===== src/rtl/output_arbiter.sv =====
// Per-output-port wormhole arbiter: round-robin over packet heads, grant held head->tail.
// Define OUT_BUFFER_EN for a 2-entry registered output FIFO; default build is a 0-latency pass-through.
module output_arbiter #(
   parameter int FLIT_WIDTH = 37,
   parameter int NUM_IN     = 5
) (
   input  logic                         clk,
   input  logic                         arst,
   input  logic [NUM_IN-1:0]            fin_valid_i,
   input  logic [NUM_IN-1:0]            fin_req_i,
   input  logic [NUM_IN*FLIT_WIDTH-1:0] fin_flit_i,
   output logic [NUM_IN-1:0]            fin_ready_o,
   output logic                         fout_valid_o,
   output logic [FLIT_WIDTH-1:0]        fout_flit_o,
   input  logic                         fout_ready_i,
   output logic [NUM_IN-1:0]            grant_o,
   output logic                         lock_o
);

   localparam int IDX_W = (NUM_IN > 1) ? $clog2(NUM_IN) : 1;

   localparam logic [0:0] S_IDLE   = 1'b0;
   localparam logic [0:0] S_LOCKED = 1'b1;

   localparam logic [1:0] T_HEAD   = 2'b00;
   localparam logic [1:0] T_TAIL   = 2'b10;
   localparam logic [1:0] T_SINGLE = 2'b11;

   logic [0:0]            r_state;
   logic [IDX_W-1:0]      r_ptr;
   logic [IDX_W-1:0]      r_gidx;

   logic [NUM_IN-1:0]     w_cand;
   logic                  w_selFound;
   logic [IDX_W-1:0]      w_selIdx;
   logic [IDX_W-1:0]      w_gidx;
   logic                  w_active;
   logic [FLIT_WIDTH-1:0] w_inFlit;
   logic                  w_inValid;
   logic [1:0]            w_inType;
   logic                  w_linkReady;
   logic                  w_xfer;
   logic [NUM_IN-1:0]     w_gidxOneHot;

   // Only heads (single or multi-flit) may start a packet; stale body/tail flits never win.
   always_comb begin
      w_cand = '0;
      for (int k = 0; k < NUM_IN; k++) begin
         w_cand[k] = fin_valid_i[k] & fin_req_i[k] &
                     ((fin_flit_i[k*FLIT_WIDTH+FLIT_WIDTH-2 +: 2] == T_HEAD) ||
                      (fin_flit_i[k*FLIT_WIDTH+FLIT_WIDTH-2 +: 2] == T_SINGLE));
      end
   end

   always_comb begin
      logic [IDX_W-1:0] idx;
      w_selFound = 1'b0;
      w_selIdx   = '0;
      idx        = '0;
      for (int i = 1; i <= NUM_IN; i++) begin
         idx = IDX_W'((int'(r_ptr) + i) % NUM_IN);
         if (!w_selFound && w_cand[idx]) begin
            w_selFound = 1'b1;
            w_selIdx   = idx;
         end
      end
   end

   // Reset gates the whole datapath so nothing leaks out while arst is held low.
   assign w_gidx       = (r_state == S_LOCKED) ? r_gidx : w_selIdx;
   assign w_active     = arst & ((r_state == S_LOCKED) | w_selFound);
   assign w_gidxOneHot = {{(NUM_IN-1){1'b0}}, 1'b1} << w_gidx;
   assign grant_o      = w_active ? w_gidxOneHot : '0;
   assign lock_o       = (r_state == S_LOCKED);

   always_comb begin
      w_inFlit = '0;
      for (int k = 0; k < NUM_IN; k++) begin
         if (IDX_W'(k) == w_gidx) begin
            w_inFlit = fin_flit_i[k*FLIT_WIDTH +: FLIT_WIDTH];
         end
      end
   end

   assign w_inValid   = w_active & fin_valid_i[w_gidx] & fin_req_i[w_gidx];
   assign w_inType    = w_inFlit[FLIT_WIDTH-1:FLIT_WIDTH-2];
   assign fin_ready_o = (w_active && w_linkReady) ? w_gidxOneHot : '0;

`ifdef OUT_BUFFER_EN
   logic [FLIT_WIDTH-1:0] r_fifo [2];
   logic                  r_wrPtr;
   logic                  r_rdPtr;
   logic [1:0]            r_count;
   logic                  w_full;
   logic                  w_push;
   logic                  w_pop;

   assign w_full       = (r_count == 2'd2);
   assign w_push       = w_inValid & ~w_full;
   assign w_pop        = (r_count != 2'd0) & fout_ready_i;
   assign w_linkReady  = ~w_full;
   assign w_xfer       = w_push;
   assign fout_valid_o = (r_count != 2'd0);
   assign fout_flit_o  = r_fifo[r_rdPtr];

   always_ff @(posedge clk or negedge arst) begin
      if (!arst) begin
         r_fifo[0] <= '0;
         r_fifo[1] <= '0;
         r_wrPtr   <= 1'b0;
         r_rdPtr   <= 1'b0;
         r_count   <= 2'd0;
      end else begin
         if (w_push) begin
            r_fifo[r_wrPtr] <= w_inFlit;
            r_wrPtr         <= ~r_wrPtr;
         end
         if (w_pop) begin
            r_rdPtr <= ~r_rdPtr;
         end
         case ({w_push, w_pop})
            2'b10:   r_count <= r_count + 2'd1;
            2'b01:   r_count <= r_count - 2'd1;
            default: r_count <= r_count;
         endcase
      end
   end
`else
   assign w_linkReady  = fout_ready_i;
   assign w_xfer       = w_inValid & fout_ready_i;
   assign fout_valid_o = w_inValid;
   assign fout_flit_o  = w_inFlit;
`endif

   // A head arriving while locked is forwarded unchanged; only a tail releases the lock.
   always_ff @(posedge clk or negedge arst) begin
      if (!arst) begin
         r_state <= S_IDLE;
         r_ptr   <= IDX_W'(NUM_IN-1);
         r_gidx  <= '0;
      end else if (w_xfer) begin
         if (r_state == S_IDLE) begin
            r_ptr  <= w_gidx;
            r_gidx <= w_gidx;
            if (w_inType == T_HEAD) begin
               r_state <= S_LOCKED;
            end
         end else if (w_inType == T_TAIL) begin
            r_state <= S_IDLE;
         end
      end
   end

endmodule


===== config.mk =====
export PLATFORM = sky130hd
export DESIGN_NAME = output_arbiter
export DESIGN_NICKNAME = d
export VERILOG_FILES = /design/src/rtl/output_arbiter.sv
export SDC_FILE = /design/constraint.sdc
export NUM_CORES = 1
export LEC_CHECK = 0
export ABC_AREA = 0
export ABC_CLOCK_PERIOD_IN_PS = 8450
export CAP_MARGIN = 0
export CORE_UTILIZATION = 30
export DETAILED_ROUTE_END_ITERATION = 7
export GPL_ROUTABILITY_DRIVEN = 0
export PLACE_DENSITY = 0.68
export SYNTH_ARGS = -nofsm -noshare
export SYNTH_HDL_FRONTEND = slang
export SYNTH_SLANG_ARGS = --single-unit

===== constraint.sdc =====
create_clock -name clk -period 8.45 [get_ports clk]
set_clock_uncertainty 0.15 [all_clocks]
set_input_delay 2.535 -clock clk [delete_from_list [all_inputs] [get_ports clk]]
set_output_delay 2.535 -clock clk [all_outputs]
set_load 0.1 [all_outputs]

==> flow_metrics.tcl, run 1 <==
set metrics [dict create \
    synthFlopType "dfrtp_1" \
    cts_buffer_depth 2 \
    ys_seq_area_share_pct 3.247 \
    syn_to_final_growth_pct 123.0 \
    dp_hpwl_microns 16980 \
    synth_top_family_by_area "compound AO/OA/AOI/OAI gates" \
    synth_area_per_cell_sq_um 7.249 \
    numPortBuffers 246 \
    min_period_over_period_pct 100.7 \
    ctsHtreeMaxLevel 1 \
    layout_commonest_cell "clkdlybuf4s50_1" \
    cts_tree "yes" \
    critPathMaxFanout 6 \
    r2r_start "r_ptr[1]$_DFFE_PN0P_" \
    drcViolationCount 0 \
    min_path_type "reg -> reg" \
    rsz0062_at_grt "true" \
    final_nets 1088 \
    synthMuxAreaShare_pct 22.05 \
    clk_pin_slew_ns 0.03 \
    fp.dieH_microns 115.9 \
    start_kind "input port" \
    finalHoldViolCount 0 \
    synth-edff-count 0 \
    crit_type "in -> out" \
    syn_area_sq_mm 0.003892 \
    io_pins 247 \
    die_x_microns 115.9 \
    hold_start "r_gidx[2]$_DFFE_PN0P_" \
    numCtsBuffers 3 \
    synth_warnings 0 \
    antenna_found_initial 0 \
    firstDrtPassIters 7 \
    fin_tns_setup_ns -0.3570 \
    min_period_ns 8.511 \
    final_max_slew_viol_count 0 \
    maxSlewHeadroom_pct 36.22 \
    synth_fa_ha_area_share_pct 6.750 \
    root_buffer "clkbuf_16" \
    clk_latency_ns 0.23 \
    synth_seq_cells 5 \
    wl_microns 22520 \
    via_per_inst 5.715 \
    synth_area_leader_cell "mux2i_1" \
    dieArea_sq_mm 0.01343 \
    setup_viol 12 \
    cp.required_ns 5.77 \
    utilization_pct 68.78 \
    register_area_sq_um 130.1 \
    overflow 0 \
    synth_cell_type_count 73 \
    core_sq_mm 0.01262 \
    wl_per_cell_microns 21.61 \
    synth_compound_area_share_pct 29.70 \
    worstSetupStartpoint "fin_flit_i[184]" \
    critPathArrivalTime_ns 5.83 \
    rows 41 \
    grt_pass1_wl_microns 31320 \
    worst_setup_path_end_kind "primary output" \
    postCtsHoldBufs 0 \
    hold_ws_ns 0.3856 \
    syn_inst 537 \
    synth_top_area_share_pct 18.00 \
    multiInputGateArea_sq_mm 0.004093 \
    start_util_pct 30.84 \
    synth-simple-area-share_pct 27.03 \
    synthXorXnorAreaFrac_pct 4.050 \
    drt_iter0_drc 570 \
    status "finished, violations left" \
    setup_slack_ns -0.06106 \
    async_flop_share_pct 100.0 \
    drv_cap 0 \
    num_vias 5955 \
    layout-drive-gt1-share_pct 36.18 \
    syn-num-nets 756 \
    fmax_mhz 117.5 \
    cts_sinks 5 \
    ant_nets 0 \
    ys_top_cells_by_area "mux2i_1 (18%), nand2_1 (9.5%), a32o_1 (6.9%)" \
    final_cell_mix "clkdlybuf4s50_1 (178), nand2_1 (90), buf_4 (90)" \
    nFillCells 949 \
    worst_slew_pin_slew_ns 0.9537 \
    grt_usage_pct 30.43 \
    failed_checks "negative setup slack" \
    grt_pass1_vias 5832 \
    grt_max_degree 28 \
]
==> Yosys cell counts (6+ instances only) <==
cell and instances:
nand2_1 98, mux2i_1 70, nand3_1 41, a32o_1 27, nor2_1 27, ha_1 21
o21ai_0 17, buf_2 16, a21oi_1 14, inv_1 14, nor3_1 14, xnor2_1 10
o2bb2ai_1 9, o211ai_1 8, and2_1 7, clkbuf_1 7, nand2b_1 7, buf_6 6
mux2_2 6, nor2b_1 6
==> layout make-up <==
class                   instances  share of cell area (%)
well taps                     172                   2.479
inverters                      16                  0.6919
flip-flops and latches          5                   1.499
diodes                          2                 0.05766
repair buffers                362                   47.21
clock buffers                   4                  0.9082
multi-input cells             481                   47.15
==> metal layers <==
layer | GRT usage [%] | wire (microns)
met4 | 13.16 | 1276
met2 | 55.44 | 11560
met5 | 0 | 0
met3 | 7.584 | 1993
met1 | 33.30 | 7689
==> per-stage QoR <==
stage               cells  instance area, sq um  setup WS (ns)
detailed placement    993                  7659        -0.6264
CTS                  1023                  8253      0.0009464
floorplan             537                  4025        -0.4293
global route         1040                  8675        -0.1485
global placement      993                  7659        -0.6409
finish               1042                  8680       -0.06106
==> worst max-delay path: stages <==
cell and delay [ns]:
buf_8 0.11, xnor2_2 0.15, buf_4 0.16, nand3_4 0.10, buf_6 0.13, nor4_4 0.12
buf_4 0.17, nor2_1 0.05, a22o_1 0.24, a21o_1 0.21, buf_6 0.14, o311ai_4 0.08
a32oi_4 0.10, o31ai_4 0.32, buf_12 0.19, buf_12 0.13, buf_16 0.13, mux2i_1 0.20
nand2_1 0.09, a32o_2 0.29, buf_12 0.17
==> final timing paths <==
| check | slack [ns] | end | cells past startpoint |
|---|---|---|---|
| max | -0.06 | fout_flit_o[17] | 21 |
| min | 0.39 | r_gidx[2]$_DFFE_PN0P_ | 1 |
| max reg2reg | 2.72 | flip-flop | 21 |
| min reg2reg | 0.39 | r_gidx[2]$_DFFE_PN0P_ | 1 |
| max in group asynchronous | 5.49 | r_ptr[2]$_DFFE_PN1P_ | 1 |
| min in group asynchronous | 2.40 | r_gidx[2]$_DFFE_PN0P_ | 1 |
==> cells by family (layout without fill, tap and decap cells) <==
logic type / count (synthesis) / after routing
simple gates: 224 / 225
other cells: 0 / 2
mux: 80 / 80
compound gates: 140 / 140
xor+xnor: 15 / 15
fa+ha+maj: 21 / 21
flops: 5 / 5
buf+inv: 52 / 382
==> timing repair <==
| item | 4_1_cts | 5_1_grt |
|---|---|---|
| setup buffers | 22 | 16 |
| endpoints found under the setup margin | 48 | 47 |
| gates resized for setup | 115 | 77 |
| pin swaps | 27 | 61 |
| cloned | 4 | 4 |
| hold endpoints to repair | 0 | 0 |
Power of run 1 is not shown: default switching activity piles up to over one toggle a cycle in this logic, so the estimate is an artifact.
==> run 2, diff against run 1 <==
- RECOVER_POWER: unset -> 50
==> flow_metrics.tcl, run 2 (same netlist as run 1, synthesis figures left out) <==
set metrics [dict create \
    status "finished, violations left" \
    failed_checks "negative setup slack" \
    setup_viol 12 \
    postCtsHoldBufs 0 \
    clk_latency_ns 0.23 \
    cts_buffer_depth 2 \
    wl_per_cell_microns 21.61 \
    final_max_slew_viol_count 0 \
    grt_usage_pct 30.43 \
    syn_to_final_growth_pct 123.0 \
    wl_microns 22520 \
    antenna_found_initial 0 \
    numPortBuffers 246 \
    rsz0062_at_grt "true" \
    finalHoldViolCount 0 \
    cts_sinks 5 \
    final_cells 1042 \
    setup_slack_ns -0.06106 \
    dp_hpwl_microns 16980 \
    fin_area_sq_mm 0.008680 \
    layout-drive-gt1-share_pct 36.18 \
    worst_slew_pin_slew_ns 0.9537 \
    final_nets 1088 \
    drt_iter0_drc 570 \
    core_sq_mm 0.01262 \
    critPathArrivalTime_ns 5.83 \
    maxSlewHeadroom_pct 36.22 \
    grt_pass1_vias 5832 \
    fin_tns_setup_ns -0.3570 \
    crit_type "in -> out" \
    drv_cap 0 \
    min_period_ns 8.511 \
    final_cell_mix "clkdlybuf4s50_1 (177), nand2_1 (90), buf_4 (90)" \
    ctsHtreeMaxLevel 1 \
    nFillCells 949 \
    fmax_mhz 117.5 \
    min_period_over_period_pct 100.7 \
    layout_commonest_cell "clkdlybuf4s50_1" \
    grt_max_degree 28 \
    cts_tree "yes" \
    overflow 0 \
    cp.required_ns 5.77 \
    clk_pin_slew_ns 0.03 \
    numCtsBuffers 3 \
    rows 41 \
    start_util_pct 30.84 \
    fp.dieH_microns 115.9 \
    placed_cells 993 \
    worst_setup_path_end_kind "primary output" \
    io_pins 247 \
    via_per_inst 5.715 \
    critPathMaxFanout 6 \
    start_kind "input port" \
    num_vias 5955 \
    min_path_type "reg -> reg" \
    grt_pass1_wl_microns 31320 \
    die_x_microns 115.9 \
    root_buffer "clkbuf_16" \
    firstDrtPassIters 7 \
    ant_nets 0 \
    dieArea_sq_mm 0.01343 \
    drcViolationCount 0 \
    place_area_sq_mm 0.007659 \
]
-- run 2: cell types whose count changed in the layout (fill, tap and decap cells not counted) --
cell / before / now
dlygate4sd3_1: 0 / 1
clkdlybuf4s50_1: 178 / 177
-- run 2: timing repair --
action	in CTS	in global routing
setup endpoints to repair	48	47
pin swaps	27	61
resized for setup	115	77
gates cloned	4	4
buffers inserted	22	16
-- run 2: path summary, 6_finish.rpt --
kind | start | end | slack [ns] | depth (start not counted)
setup / recovery | fin_flit_i[184] | fout_flit_o[17] | -0.06 | 21
hold / removal | r_gidx[2]$_DFFE_PN0P_ | r_gidx[2]$_DFFE_PN0P_ | 0.39 | 1
setup reg to reg | r_ptr[1]$_DFFE_PN0P_ | flip-flop | 2.72 | 21
hold reg to reg | r_gidx[2]$_DFFE_PN0P_ | r_gidx[2]$_DFFE_PN0P_ | 0.39 | 1
max in group asynchronous | arst | r_ptr[2]$_DFFE_PN1P_ | 5.42 | 1
min in group asynchronous | arst | r_gidx[2]$_DFFE_PN0P_ | 2.47 | 1
-- run 2: metrics by stage --
step	setup WS [ns]	utilization (%)	hold slack [ns]
floorplan	-0.4293	-	0.3151
global placement	-0.6409	60.69	0.3541
detailed placement	-0.6264	60.69	0.3934
CTS	0.0009464	65.40	0.4018
global route	-0.1485	68.74	0.4203
finish	-0.06106	68.78	0.3856
-- run 2: final cells by class --
type	instances	area (sq um)	share of cell area (%)
Tap cell	172	215.2	2.479
Inverter	16	60.06	0.6919
Antenna cell	2	5.005	0.05766
Timing Repair Buffer	362	4098	47.21
Clock buffer	4	78.83	0.9082
Multi-Input combinational cell	481	4093	47.15
Sequential cell	5	130.1	1.499
-- run 2: per-layer routing --
metal	GRT usage (%)	up-vias	share of wire [%]
li1	-	2693	-
met1	33.30	2771	34
met2	55.44	367	51
met3	7.584	124	8.9
met4	13.16	0	5.7
met5	0	-	0
-- run 2: critical path, cell delays in order --
cell	delay, ns
buf_8	0.11
xnor2_2	0.15
buf_4	0.16
nand3_4	0.10
buf_6	0.13
nor4_4	0.12
buf_4	0.17
nor2_1	0.05
a22o_1	0.24
a21o_1	0.21
buf_6	0.14
o311ai_4	0.08
a32oi_4	0.10
o31ai_4	0.32
buf_12	0.19
buf_12	0.13
buf_16	0.13
mux2i_1	0.20
nand2_1	0.09
a32o_2	0.29
buf_12	0.17
Power of run 2 is left out for the same reason.
